$ cat config.mk
export PLATFORM = sky130hd
export DESIGN_NAME = mat_stream_loader_flat
export DESIGN_NICKNAME = d
export VERILOG_FILES = /design/src/rtl/mat_pkg.sv /design/src/rtl/mat_stream_loader_if.sv /design/src/rtl/mat_stream_loader.sv /design/src/flat_wrapper.sv
export SDC_FILE = /design/constraint.sdc
export NUM_CORES = 1
export LEC_CHECK = 0
export ABC_CLOCK_PERIOD_IN_PS = 2300
export BUFFER_PORTS_ARGS = -buffer_cell sky130_fd_sc_hd__buf_2
export CORE_ASPECT_RATIO = 1.5
export CORE_MARGIN = 2
export CORE_UTILIZATION = 35
export CTS_CLUSTER_DIAMETER = 80
export DETAILED_ROUTE_END_ITERATION = 6
export SYNTH_ARGS = -nofsm -noshare
export SYNTH_HDL_FRONTEND = slang
export SYNTH_SLANG_ARGS = --single-unit
$ cat constraint.sdc
create_clock -name clk -period 2.3 [get_ports clk]
set_input_delay 0.345 -clock clk [delete_from_list [all_inputs] [get_ports clk]]
set_output_delay 0.345 -clock clk [all_outputs]
set_load 0.05 [all_outputs]
$ cat src/rtl/mat_pkg.sv
// Shared definitions for the 2x2 matrix multiplier byte-stream front end.
package mat_pkg;

  localparam int ELEM_W = 8;
  localparam int N_ELEM = 4;
  localparam int WORD_W = 32;

  typedef enum logic [1:0] {
    LOAD_A,
    LOAD_B,
    SETTLE,
    SEND
  } state_t;

  // Bit offset of byte lane idx in a packed word; lane 0 (element 00) is the MSB byte.
  function automatic logic [4:0] lane_lsb(input logic [1:0] idx);
    return 5'((N_ELEM - 1 - int'(idx)) * ELEM_W);
  endfunction

endpackage

$ cat src/rtl/mat_stream_loader_if.sv
// Byte input and byte output valid/ready streams of the matrix loader.
interface mat_stream_if;
  import mat_pkg::*;

  logic [ELEM_W-1:0] in_data;
  logic              in_valid;
  logic              in_ready;
  logic [ELEM_W-1:0] out_data;
  logic              out_valid;
  logic              out_ready;

  // The loader's view: consumes the input stream, produces the output stream.
  modport slave (
    input  in_data, in_valid, out_ready,
    output in_ready, out_data, out_valid
  );

  // The host's view: produces input bytes and sinks result bytes.
  modport master (
    output in_data, in_valid, out_ready,
    input  in_ready, out_data, out_valid
  );
endinterface

$ cat src/rtl/mat_stream_loader.sv
// Collects 8 operand bytes into packed A/B words, waits for the external
// multiplier to settle, captures its product and streams it back as 4 bytes.
module mat_stream_loader
  import mat_pkg::*;
#(
  parameter int SETTLE_CYC = 1
) (
  input  logic              clk,
  input  logic              rst_n,
  input  logic              flush,
  mat_stream_if.slave       stream,
  output logic [WORD_W-1:0] mat_a,
  output logic [WORD_W-1:0] mat_b,
  input  logic [WORD_W-1:0] mat_res,
  output logic              busy,
  output logic [15:0]       frame_cnt
);

  state_t            state;
  state_t            state_nxt;
  logic [1:0]        idx;
  logic [3:0]        settle_cnt;
  logic [WORD_W-1:0] res;

  logic in_fire;
  logic out_fire;
  logic last_byte;
  logic settle_done;

  assign stream.in_ready  = (state == LOAD_A) || (state == LOAD_B);
  assign stream.out_valid = (state == SEND);
  assign stream.out_data  = (state == SEND) ? res[lane_lsb(idx) +: ELEM_W] : '0;
  assign busy             = !((state == LOAD_A) && (idx == 2'd0));

  assign in_fire     = stream.in_valid && stream.in_ready;
  assign out_fire    = stream.out_valid && stream.out_ready;
  assign last_byte   = (idx == 2'd3);
  assign settle_done = (settle_cnt == 4'(SETTLE_CYC - 1));

  // Next-state decode: advance after the 4th byte of each phase or when settling ends.
  always_comb begin
    // NOTE: default assigned first so every path drives state_nxt and no latch is inferred.
    state_nxt = state;
    unique case (state)
      LOAD_A: if (in_fire && last_byte)  state_nxt = LOAD_B;
      LOAD_B: if (in_fire && last_byte)  state_nxt = SETTLE;
      SETTLE: if (settle_done)           state_nxt = SEND;
      SEND:   if (out_fire && last_byte) state_nxt = LOAD_A;
      default:                           state_nxt = LOAD_A;
    endcase
    if (flush) state_nxt = LOAD_A;
  end

  // State, counters and datapath registers; flush aborts the frame but keeps the data.
  always_ff @(posedge clk) begin
    // NOTE: non-blocking assignments so every register samples pre-edge values.
    if (!rst_n) begin
      state      <= LOAD_A;
      idx        <= '0;
      settle_cnt <= '0;
      mat_a      <= '0;
      mat_b      <= '0;
      res        <= '0;
      frame_cnt  <= '0;
    end else begin
      state <= state_nxt;

      if (flush || (state_nxt != state)) begin
        idx        <= '0;
        settle_cnt <= '0;
      end else begin
        if (in_fire || out_fire) idx <= idx + 2'd1;
        if (state == SETTLE)     settle_cnt <= settle_cnt + 4'd1;
      end

      // A transfer coinciding with flush is dropped: no write, no count.
      if (!flush) begin
        if (in_fire && (state == LOAD_A)) mat_a[lane_lsb(idx) +: ELEM_W] <= stream.in_data;
        if (in_fire && (state == LOAD_B)) mat_b[lane_lsb(idx) +: ELEM_W] <= stream.in_data;
        if ((state == SETTLE) && settle_done) res <= mat_res;
        if (out_fire && last_byte) frame_cnt <= frame_cnt + 16'd1;
      end
    end
  end

endmodule

$ cat src/flat_wrapper.sv
// flat-port wrapper written by rule: the top's interface ports become plain ports
module mat_stream_loader_flat import mat_pkg::*;
#(
  parameter int SETTLE_CYC = 1
)
  (clk, rst_n, flush, mat_a, mat_b, mat_res, busy, frame_cnt, stream_in_data, stream_in_valid, stream_out_ready, stream_in_ready, stream_out_data, stream_out_valid);
  mat_stream_if stream_i ();
  input  logic clk;
  input  logic rst_n;
  input  logic flush;
  output logic [WORD_W-1:0] mat_a;
  output logic [WORD_W-1:0] mat_b;
  input  logic [WORD_W-1:0] mat_res;
  output logic busy;
  output logic [15:0] frame_cnt;
  input wire logic [$bits(stream_i.in_data)-1:0] stream_in_data;
  input wire logic [$bits(stream_i.in_valid)-1:0] stream_in_valid;
  input wire logic [$bits(stream_i.out_ready)-1:0] stream_out_ready;
  output wire logic [$bits(stream_i.in_ready)-1:0] stream_in_ready;
  output wire logic [$bits(stream_i.out_data)-1:0] stream_out_data;
  output wire logic [$bits(stream_i.out_valid)-1:0] stream_out_valid;
  assign stream_i.in_data = stream_in_data;
  assign stream_i.in_valid = stream_in_valid;
  assign stream_i.out_ready = stream_out_ready;
  assign stream_in_ready = stream_i.in_ready;
  assign stream_out_data = stream_i.out_data;
  assign stream_out_valid = stream_i.out_valid;
  mat_stream_loader #(.SETTLE_CYC(SETTLE_CYC)) u_core (.clk(clk), .rst_n(rst_n), .flush(flush), .stream(stream_i), .mat_a(mat_a), .mat_b(mat_b), .mat_res(mat_res), .busy(busy), .frame_cnt(frame_cnt));
endmodule
After elaboration in Yosys (flattened, before gate mapping)
Index checks and enable logic that the tools add are counted.
{"block": "op_classes", "n_bitwise": 2, "muxes": 9, "n_reduce_logical": 20, "n_eq_ne": 5, "n_addsub": 5, "shift": 3}
{"operator": "32-bit bitwise mux", "count": 2}
{"operator": "8-bit by 7-bit variable shift with 32-bit output, first input constant", "count": 1}
{"operator": "32-bit by 6-bit variable part select with 8-bit output", "count": 1}
{"operator": "8-bit by 7-bit variable part select with 32-bit output", "count": 1}
{"operator": "16-bit by 1-bit adder with 16-bit output, second input constant", "count": 1}
{"operator": "2-bit two-way mux", "count": 5}
{"operator": "1-bit logical AND", "count": 8}
{"operator": "8-bit two-way mux", "count": 1}
{"operator": "2-bit case mux with 4 select lines", "count": 1}
{"operator": "2-bit AND reduction", "count": 4}
{"operator": "5-bit negation with 7-bit output", "count": 1}
{"operator": "2-bit == test, second input constant", "count": 3}
{"operator": "4-bit by 1-bit adder with 4-bit output, second input constant", "count": 1}
{"operator": "2-bit logical NOT", "count": 2}
{"operator": "4-bit logical NOT", "count": 1}
{"operator": "1-bit logical OR", "count": 3}
{"operator": "2-bit by 1-bit adder with 2-bit output, second input constant", "count": 1}
{"operator": "2-bit by 1-bit == test with 1-bit output, second input constant", "count": 1}
{"operator": "2-bit inequality test", "count": 1}
{"operator": "1-bit NOT", "count": 2}
{"operator": "2-bit OR reduction", "count": 1}
{"operator": "2-bit subtractor, first input constant", "count": 1}
{"operator": "1-bit logical NOT", "count": 1}
{"block": "word_totals", "output_inout_bits": 91, "reg_bits": 120, "elab_cells": 51, "input_bits": 45}

Logic depth before layout (Yosys ltp)
Gate-level depths: netlist of the first run.
{"block": "depth", "ltp_word": 10, "mapped_depth": 8}

Least setup slack after synthesis of the first run
OpenSTA, ideal clock, no wires.
{"block": "synth_timing", "path_kind": "reg-to-output", "start": "reg u_core.state[0]", "end": "out stream_out_data[0]", "required_time_ns": 1.955, "slack_ns": 0.010, "stages_incl_launch_ff": 5, "arrival_ns": 1.945, "cell_sequence": "dfxtp_1 > clkbuf_1 > and2_1 > clkbuf_1 > and2_1"}
{"block": "synth_between", "elab_chain_cells": 2}
{"item": "from (decl)", "line": "mat_stream_loader.sv:19", "text": "state_t state;"}
{"item": "from (signal assigned)", "line": "mat_stream_loader.sv:66", "text": "state <= state_nxt;"}
{"item": "2-bit == test"}
{"item": "via stream_out_valid", "line": "flat_wrapper.sv:21", "text": "output wire logic [$bits(stream_i.out_valid)-1:0] stream_out_valid;"}
{"item": "8-bit two-way mux", "line": "mat_stream_loader.sv:32", "text": "assign stream.out_data = (state == SEND) ? res[lane_lsb(idx) +: ELEM_W] : '0;"}
{"item": "to (decl)", "line": "flat_wrapper.sv:20", "text": "output wire logic [$bits(stream_i.out_data)-1:0] stream_out_data;"}
The timed path passes the listed nets, and every way through them passes these cells.

Worst setup path in the final report of the first run
{"block": "layout_timing", "start": "reg u_core.idx[0]", "end": "out stream_out_data[2]"}
{"block": "layout_between", "elab_chain_cells": 3}
{"item": "from (decl)", "line": "mat_stream_loader.sv:21", "text": "logic [1:0] idx;"}
{"item": "from (signal assigned)", "line": "mat_stream_loader.sv:72", "text": "if (in_fire || out_fire) idx <= idx + 2'd1;"}
{"item": "2-bit subtractor", "line": "mat_pkg.sv:17", "text": "return 5'((N_ELEM - 1 - int'(idx)) * ELEM_W);"}
{"item": "32-bit by 6-bit variable part select with 8-bit output", "line": "mat_stream_loader.sv:32"}
{"item": "8-bit two-way mux", "line": "mat_stream_loader.sv:32"}
Every way passes these cells.

==> impl_metrics.ini, run 1 <==
[setup_path]
crit_slowest_cell = mux4_2
slowest_delay_ps = 510
reg2reg_setup_slack_ps = 330
crit_arrival_ps = 1840
crit_required_ps = 1960
critPathCaptureType = output port
cp_max_fo = 8
crit_chain = buf_6, mux4_2, and2_1, buf_2
startpoint = u_core.idx[0]$_SDFFE_PP0P_
path_class = flip-flop to output port
reg2reg_from = u_core.idx[0]$_SDFFE_PP0P_
cp-start-kind = flip-flop

[hold_path]
hp-class = input pin to flip-flop
hp-start = mat_res[1]

[clock_network]
hold_buffers = 0
clk_pin_slew_ps = 60
cts_tree = done
worstSkewPairLatency_ps = 410
clockRootBuffer = clkbuf_16
cts_num_sinks = 120
cts_buffers = 17
htree_levels = 4
clockBufferDepth = 2

[power]
p_leak_nw = 2.55
power_density_mw_per_mm2 = 772
ir_drop_uv = 481

[floorplanning]
fp.coreArea_mm2 = 0.0141
die_h_um = 151
boundaryPins = 136
initial_core_util = 0.359
num_rows = 53
die_area_mm2 = 0.0155
die_w_um = 102

[route]
first_iter_violations = 165
firstDrtPassIters = 4
wirelength_um = 13800
via_count = 4650
wl_per_cell_um = 14.7
vias_per_cell = 4.96
antenna_left = 0
drcViolationCount = 0

[logic_synthesis]
yosysUniqueCellTypes = 41
syn_area_mm2 = 0.00507
synthArstFlopShare = 0
synth-seq-cells = 120
yosys_warnings = 0
ys.flop_type = dfxtp_1
syn_nets = 667
yosys.area.top_type_share = 0.473
synth.most_common_cell = nand2_1
yosys-top-cells-area = dfxtp_1, nand2_1, a21oi_1
synthCells = 613
synth_common_cells = nand2_1, dfxtp_1, a21oi_1, nand3_1, clkbuf_1
synth_edf_count = 0
syn_area_per_cell_um2 = 8.28
synth_area_leader_cell = dfxtp_1
yosysSeqAreaShare = 0.473

[status]
status = completed

[timing]
post-route-min-period_ps = 2180
hold_viol_final = 0
post-route-period-util = 0.948
rsz0062_at_grt = false
slew_headroom = 0.572
setup-violations-final = 0
tightest_slew_ps = 642
clock.fmax_mhz = 459
fin_skew_ps = 10.6
setup_tns_ps = 0
final_max_slew_viol_count = 0

[placed_design]
hpwl_um = 9830
io_buffers = 135
place_congestion = 0.782

[grt]
grt_start_max_net_pins = 65
overflow = 0
grt_pass1_vias = 4337
grt_use_total = 0.178
antenna_found_initial = 0
grt_first_pass_wirelength_um = 21600

[cells_and_area]
utilization = 0.460
n_antenna_cell = 0
syn_to_final_growth_pct = 28.0
drive_above_1_share = 0.271
nNetsFinal = 787

[job]
max_cap_viol_count = 0
## cells in the final DEF (no fill, tap or decap), types with 3 or more instances in the layout
cell type,instances
a21oi_1,101
and2_1,17
and4_1,3
buf_2,135
buf_4,13
bufinv_16,3
clkbuf_16,17
clkinv_4,3
clkinvlp_4,4
dfxtp_1,119
ha_1,9
inv_1,8
mux2i_1,5
mux4_2,8
nand2_1,145
nand2b_1,5
nand3_1,68
nand4_1,4
nor2_1,20
nor3_1,5
nor4_2,4
xnor2_1,11
xor2_1,3
## routing by layer
layer	vias up	routed length [um]	track usage
li1	2323	-	-
met2	158	7160	0.311
met1	2152	5710	0.216
met3	17	757	0.0381
met5	-	0	0
met4	0	193	0.0580
## logic make-up after synthesis
group	share of synthesized area
xor+xnor	0.0242
fa+ha+maj	0.0222
buf+inv	0.0500
simple gates	0.274
compound gates	0.110
flops	0.473
mux	0.0454
## worst paths after layout
check / to / depth (start not counted)
worst max-delay path: stream_out_data[2] / 4
worst min-delay path: u_core.res[1]$_SDFFE_PN0P_ / 3
worst max register to register: u_core.mat_a[14]$_SDFFE_PN0P_ / 6
worst min register to register: u_core.mat_b[4]$_SDFFE_PN0P_ / 2
## registers in the layout, indices dropped and copies added, names as in the netlist
signal             flops
u_core.mat_a          32
u_core.mat_b          32
u_core.settle_cnt      4
u_core.res            32
u_core.state           2
u_core.idx             2
u_core.frame_cnt      16
## what timing repair did
item                                    4_1_cts  5_1_grt
buffers inserted                              0        0
endpoints found under the setup margin        0        7
resized for setup                             0        2
## power breakdown
group / internal (mW) / switching (mW) / total [mW]
combinational: 0.0654 / 0.153 / 0.219
sequential: 2.09 / 0.00628 / 2.09
clock: 1.71 / 0.992 / 2.70
## critical path: cells and delay by family, from the launching register on
kind	cells	cell delay [ps]
AND/OR/NAND/NOR	1	180
flip-flops	1	360
multiplexers	1	510
buffers and inverters	2	380
## final cells by class
type | instances | area, um^2
Clock buffer | 18 | 429
Clock inverter | 14 | 174
Fill cell | 1406 | 7630
Inverter | 10 | 37.5
Multi-Input combinational cell | 435 | 2430
Sequential cell | 120 | 2400
Tap cell | 192 | 240
Timing Repair Buffer | 149 | 785
## per-stage QoR
stage | power [mW] | std cells | hold slack (ps) | setup WS, ps | cell area (um^2)
after floorplan | 2.27 | 613 | 433 | 10.0 | 5070
after global placement | 2.35 | 906 | 440 | 415 | 5890
after detailed placement | 2.36 | 906 | 444 | 315 | 5890
after CTS | 5.07 | 938 | 159 | 7.35 | 6490
after global routing | 5.19 | 938 | 171 | 24.3 | 6500
final | 5.01 | 938 | 174 | 119 | 6500
No activity file was read; power rests on OpenSTA's default activity.
==> inputs of run 2 (changes only) <==
--- a/config.mk
+++ b/config.mk
@@ -5,6 +5,7 @@
 export SDC_FILE = /design/constraint.sdc
 export NUM_CORES = 1
 export LEC_CHECK = 0
+export ABC_AREA = 1
 export ABC_CLOCK_PERIOD_IN_PS = 2300
 export BUFFER_PORTS_ARGS = -buffer_cell sky130_fd_sc_hd__buf_2
 export CORE_ASPECT_RATIO = 1.5
@@ -12,6 +13,8 @@
 export CORE_UTILIZATION = 35
 export CTS_CLUSTER_DIAMETER = 80
 export DETAILED_ROUTE_END_ITERATION = 6
+export SKIP_CTS_REPAIR_TIMING = 1
 export SYNTH_ARGS = -nofsm -noshare
 export SYNTH_HDL_FRONTEND = slang
 export SYNTH_SLANG_ARGS = --single-unit
+export TNS_END_PERCENT = 5
==> run 2 against run 1 <==
Count of clock-buffer cells in the layout unchanged. First-iteration DRC count up 16%. Register-to-register slack improved by 30 ps. Utilization grew 0.13 points. Non-clock buffer count down 1. Flip-flop and latch count did not move. Critical endpoint is now stream_out_data[1]. Highest routed layer unchanged.
==> impl_metrics.ini, run 2 <==
[logic_synthesis]
yosysUniqueCellTypes = 31
synth-seq-cells = 120
yosysSeqAreaShare = 0.461
synth.most_common_cell = nor2_1
synth_common_cells = nor2_1, dfxtp_1, o21ai_0, a21oi_1, nand2_1
syn_area_per_cell_um2 = 7.17
syn_area_mm2 = 0.00521
synthArstFlopShare = 0
yosys-top-cells-area = dfxtp_1, nor2_1, o21ai_0
yosys_warnings = 0
synthCells = 726
syn_nets = 780
synth_edf_count = 0
synth_area_leader_cell = dfxtp_1
ys.flop_type = dfxtp_1
yosys.area.top_type_share = 0.461

[route]
antenna_left = 0
wl_per_cell_um = 13.6
drt-met1-wl_um = 6350
vias_per_cell = 4.69
via_count = 5048
first_iter_violations = 191
drcViolationCount = 0
firstDrtPassIters = 4
wirelength_um = 14700
wl_met2_um = 7170
routed.top_layer = met4
wl_met3_um = 842

[power]
swShare = 0.251
power_density_mw_per_mm2 = 740
intPower_mw = 3.71
p_leak_nw = 3.04
combinationalPowerShare = 0.057
power.switching_mw = 1.25
ir_drop_uv = 403
p_clk_frac = 0.519
seq_power_share = 0.424
power_mw = 4.96

[setup_path]
crit_family = buffers and inverters
slowest_delay_ps = 390
crit_slowest_cell = dfxtp_1
cp_max_fo = 11
crit_arrival_ps = 1740
reg2reg_setup_slack_ps = 360
crit_required_ps = 1960
critPathCaptureType = output port
crit_buf_inv = 3
crit_chain = clkinv_1, buf_4, a21oi_1, o21ai_0, a21oi_1, buf_2
critical_path.most_common_cell = a21oi_1
cp-start-kind = flip-flop
path_class = flip-flop to output port

[placed_design]
post-place-ws_ps = 396
io_buffers = 135
dp_cells = 1044
hpwl_um = 10700
place_congestion = 0.847

[job]
max_cap_viol_count = 0

[status]
status = completed

[timing]
post-route-min-period_ps = 2080
setup-violations-final = 0
tightest_slew_ps = 843
post-route-period-util = 0.905
setup_tns_ps = 0
layout_setup_ws_ps = 218
fin_hold_ws_ps = 208
final_max_slew_viol_count = 0
slew_headroom = 0.438
rsz0062_at_grt = false
clock.fmax_mhz = 480
hold_viol_final = 0
fin_skew_ps = 12.9

[grt]
antenna_found_initial = 0
grt_use_total = 0.184
overflow = 0
grt_pass1_vias = 4687
grt_start_max_net_pins = 49
grt_first_pass_wirelength_um = 23500

[clock_network]
clockRootBuffer = clkbuf_16
clockBufferDepth = 2
cts_tree = done
cts_buffers = 17
clk_pin_slew_ps = 60
htree_levels = 4
worstSkewPairLatency_ps = 420
cts_num_sinks = 120

[floorplanning]
die_w_um = 104
die_h_um = 153
fp.coreArea_mm2 = 0.0145
die_area_mm2 = 0.0159
initial_core_util = 0.358
num_rows = 54
boundaryPins = 136

[cells_and_area]
syn_to_final_growth_pct = 28.7
final_cells = 1077
drive_above_1_share = 0.231
reg_top3 = u_core.mat_a x32, u_core.mat_b x32, u_core.res x32
layout_common_cells = nor2_1, buf_2, dfxtp_1
layout_commonest_cell = nor2_1
nNetsFinal = 921

[hold_path]
hp-class = input pin to flip-flop
## run 2: cell types whose count changed after synthesis, sizes merged, moves of 5 or more
cell | previous run | this run
nor2 | 20 | 162
o21ai | 2 | 107
inv | 10 | 84
nand2 | 145 | 87
nand3 | 68 | 17
and2 | 17 | 1
clkbuf | 33 | 19
a21oi | 101 | 88
xnor2 | 11 | 1
buf | 15 | 7
mux4 | 8 | 0
mux2i | 5 | 0
nand2b | 5 | 0
## run 2: power groups by stage
stage               logic, mW  registers (mW)  clock network, mW
CTS                     0.283            2.10               2.62
global route            0.308            2.10               2.72
floorplan               0.127            2.19                  0
detailed placement      0.282            2.15                  0
global placement        0.283            2.15                  0
finish                  0.282            2.10               2.58
## run 2: cell type report
class                      instances  area [um^2]
fill                            1514         7830
sequential                       120         2400
multi-input combinational        494         2360
timing repair buffer             148          783
clock buffer                      18          439
inverter                          86          323
tap                              196          245
clock inverter                    14          140
antenna                            1         2.50
## run 2: tightest hold or removal path, stage by stage
cell and delay (ps):
buf_2 80, o21ai_1 60, a21oi_1 100
## run 2: through the flow
stage / cell area, um^2 / util
2_1_floorplan: 5210 / -
3_3_place_gp: 6110 / 0.421
3_5_place_dp: 6110 / 0.421
4_1_cts: 6690 / 0.460
5_1_grt: 6700 / 0.461
6_report: 6700 / 0.461
## run 2: worst paths after layout
kind	cells after the start	startpoint	end
min reg2reg	2	u_core.res[31]$_SDFFE_PN0P_	u_core.res[31]$_SDFFE_PN0P_
min	3	mat_res[3]	u_core.res[3]$_SDFFE_PN0P_
max reg2reg	8	u_core.idx[1]$_SDFFE_PP0P_	u_core.frame_cnt[10]$_SDFFE_PN0P_
max	6	u_core.idx[0]$_SDFFE_PP0P_	stream_out_data[1]
## run 2: logic make-up after synthesis
kind of cell / count (synthesis) / synth area share
XOR/XNOR: 5 / 0.00841
multiplexers: 1 / 0.00216
flip-flops: 120 / 0.461
AND/OR/NAND/NOR: 282 / 0.232
AO/OA/AOI/OAI: 197 / 0.190
adder cells (fa/ha/maj): 9 / 0.0216
buffers and inverters: 112 / 0.0846
## run 2: metal layers
layer	track usage	up-vias
met1	0.222	2267
met5	0	-
met3	0.0473	22
met4	0.0714	0
met2	0.314	130
li1	-	2629
==> inputs of run 3 (changes only) <==
--- a/config.mk
+++ b/config.mk
@@ -11,8 +11,10 @@
 export CORE_ASPECT_RATIO = 1.5
 export CORE_MARGIN = 2
 export CORE_UTILIZATION = 35
+export CTS_BUF_LIST = sky130_fd_sc_hd__clkbuf_8
 export CTS_CLUSTER_DIAMETER = 80
 export DETAILED_ROUTE_END_ITERATION = 6
+export RECOVER_POWER = 50
 export SKIP_CTS_REPAIR_TIMING = 1
 export SYNTH_ARGS = -nofsm -noshare
 export SYNTH_HDL_FRONTEND = slang
==> run 3 against run 2 <==
Die area stayed put. Critical endpoint is now stream_out_data[3]. First-iteration DRC count is 8.9% higher. Count of clock-buffer cells in the layout stayed put. Flip-flop and latch count stayed put. Largest power group is now registers. Worst hold slack worse by 19 ps. Routed wire length is 0.41% lower. Critical path type unchanged. Clock skew is 0.64 ps lower. Combinational power is 3% lower.
==> impl_metrics.ini, run 3 (synthesized netlist as in run 2, its figures left out) <==
[clock_network]
clk_pin_slew_ps = 70
cts_num_sinks = 120
cts_buffers = 17
clockBufferDepth = 2
worstSkewPairLatency_ps = 430
htree_levels = 4
clockRootBuffer = clkbuf_8
cts_tree = done

[setup_path]
crit_family = buffers and inverters
critPathCaptureType = output port
crit_arrival_ps = 1740
crit_buf_inv = 3
reg2reg_from = u_core.state[1]$_SDFF_PN0_
startpoint = u_core.idx[1]$_SDFFE_PP0P_
crit_required_ps = 1960
crit_slowest_cell = dfxtp_1
cp-start-kind = flip-flop
path_class = flip-flop to output port
crit_chain = inv_2, buf_4, a21oi_1, o21ai_0, a21oi_1, buf_2
critical_path.most_common_cell = a21oi_1
cp_max_fo = 8
slowest_delay_ps = 440

[power]
power_density_mw_per_mm2 = 665
ir_drop_uv = 342
p_leak_nw = 2.60

[status]
status = completed

[timing]
slew_headroom = 0.470
tightest_slew_ps = 794
rsz0062_at_grt = false
post-route-period-util = 0.907
final_max_slew_viol_count = 0
fin_skew_ps = 12.2
layout_setup_ws_ps = 214
post-route-min-period_ps = 2090
clock.fmax_mhz = 479
setup-violations-final = 0
hold_viol_final = 0
setup_tns_ps = 0

[grt]
overflow = 0
antenna_found_initial = 0
grt_use_total = 0.184
grt_pass1_vias = 4703
grt_first_pass_wirelength_um = 23500
grt_start_max_net_pins = 49

[placed_design]
io_buffers = 135
post-place-ws_ps = 396
hpwl_um = 10700
place_congestion = 0.847

[floorplanning]
die_area_mm2 = 0.0159
initial_core_util = 0.358
boundaryPins = 136
die_h_um = 153
die_w_um = 104
fp.coreArea_mm2 = 0.0145
num_rows = 54

[hold_path]
hp-class = input pin to flip-flop
hp-start = mat_res[3]

[cells_and_area]
nNetsFinal = 921
reg_top3 = u_core.mat_a x32, u_core.mat_b x32, u_core.res x32
layout_common_cells = nor2_1, dfxtp_1, o21ai_0
layout_commonest_cell = nor2_1
fillCellCount = 1599
drive_above_1_share = 0.130
utilization = 0.437
seqCellArea_mm2 = 0.00240
syn_to_final_growth_pct = 21.9
multi_input_area_mm2 = 0.00230

[route]
antenna_left = 0
drcViolationCount = 0
wirelength_um = 14600
vias_per_cell = 4.64
first_iter_violations = 208
via_count = 5000
wl_per_cell_um = 13.6
firstDrtPassIters = 4

[job]
max_cap_viol_count = 0
## run 3: area by class of cell
cell class	instances	area share
diodes	1	0.000394
multi-input cells	494	0.363
repair buffers	148	0.107
well taps	196	0.0386
flip-flops and latches	120	0.379
inverters	86	0.0508
clock inverters	14	0.0221
clock buffers	18	0.0390
## run 3: per-stage QoR
step / instance area (um^2) / cells / power [mW] / hold WS, ps
3_3_place_gp: 6110 / 1044 / 2.43 / 429
2_1_floorplan: 5210 / 726 / 2.32 / 420
6_report: 6350 / 1077 / 4.22 / 190
4_1_cts: 6500 / 1076 / 4.28 / 163
5_1_grt: 6350 / 1076 / 4.38 / 169
3_5_place_dp: 6110 / 1044 / 2.43 / 433
## run 3: worst paths after layout
path | slack, ps | to | cells after the start
min | 190 | u_core.res[3]$_SDFFE_PN0P_ | 3
max reg2reg | 320 | u_core.mat_a[0]$_SDFFE_PN0P_ | 7
min reg2reg | 440 | u_core.res[31]$_SDFFE_PN0P_ | 2
max | 210 | stream_out_data[3] | 6
## run 3: report_power, final
group	internal [mW]	switching [mW]	leakage, nW	total, mW
logic	0.0769	0.196	1.44	0.273
registers	2.09	0.00932	0.968	2.10
clock network	0.908	0.943	0.193	1.85
## run 3: tightest hold or removal path, cell delays in order
cell and delay (ps):
buf_2 80, o21ai_1 60, a21oi_1 100
## run 3: layer usage
metal	vias to the layer above	wire (um)	track usage
met4	0	225	0.0663
met3	14	775	0.0486
met2	133	7240	0.318
li1	2622	-	-
met1	2231	6360	0.220
met5	-	0	0
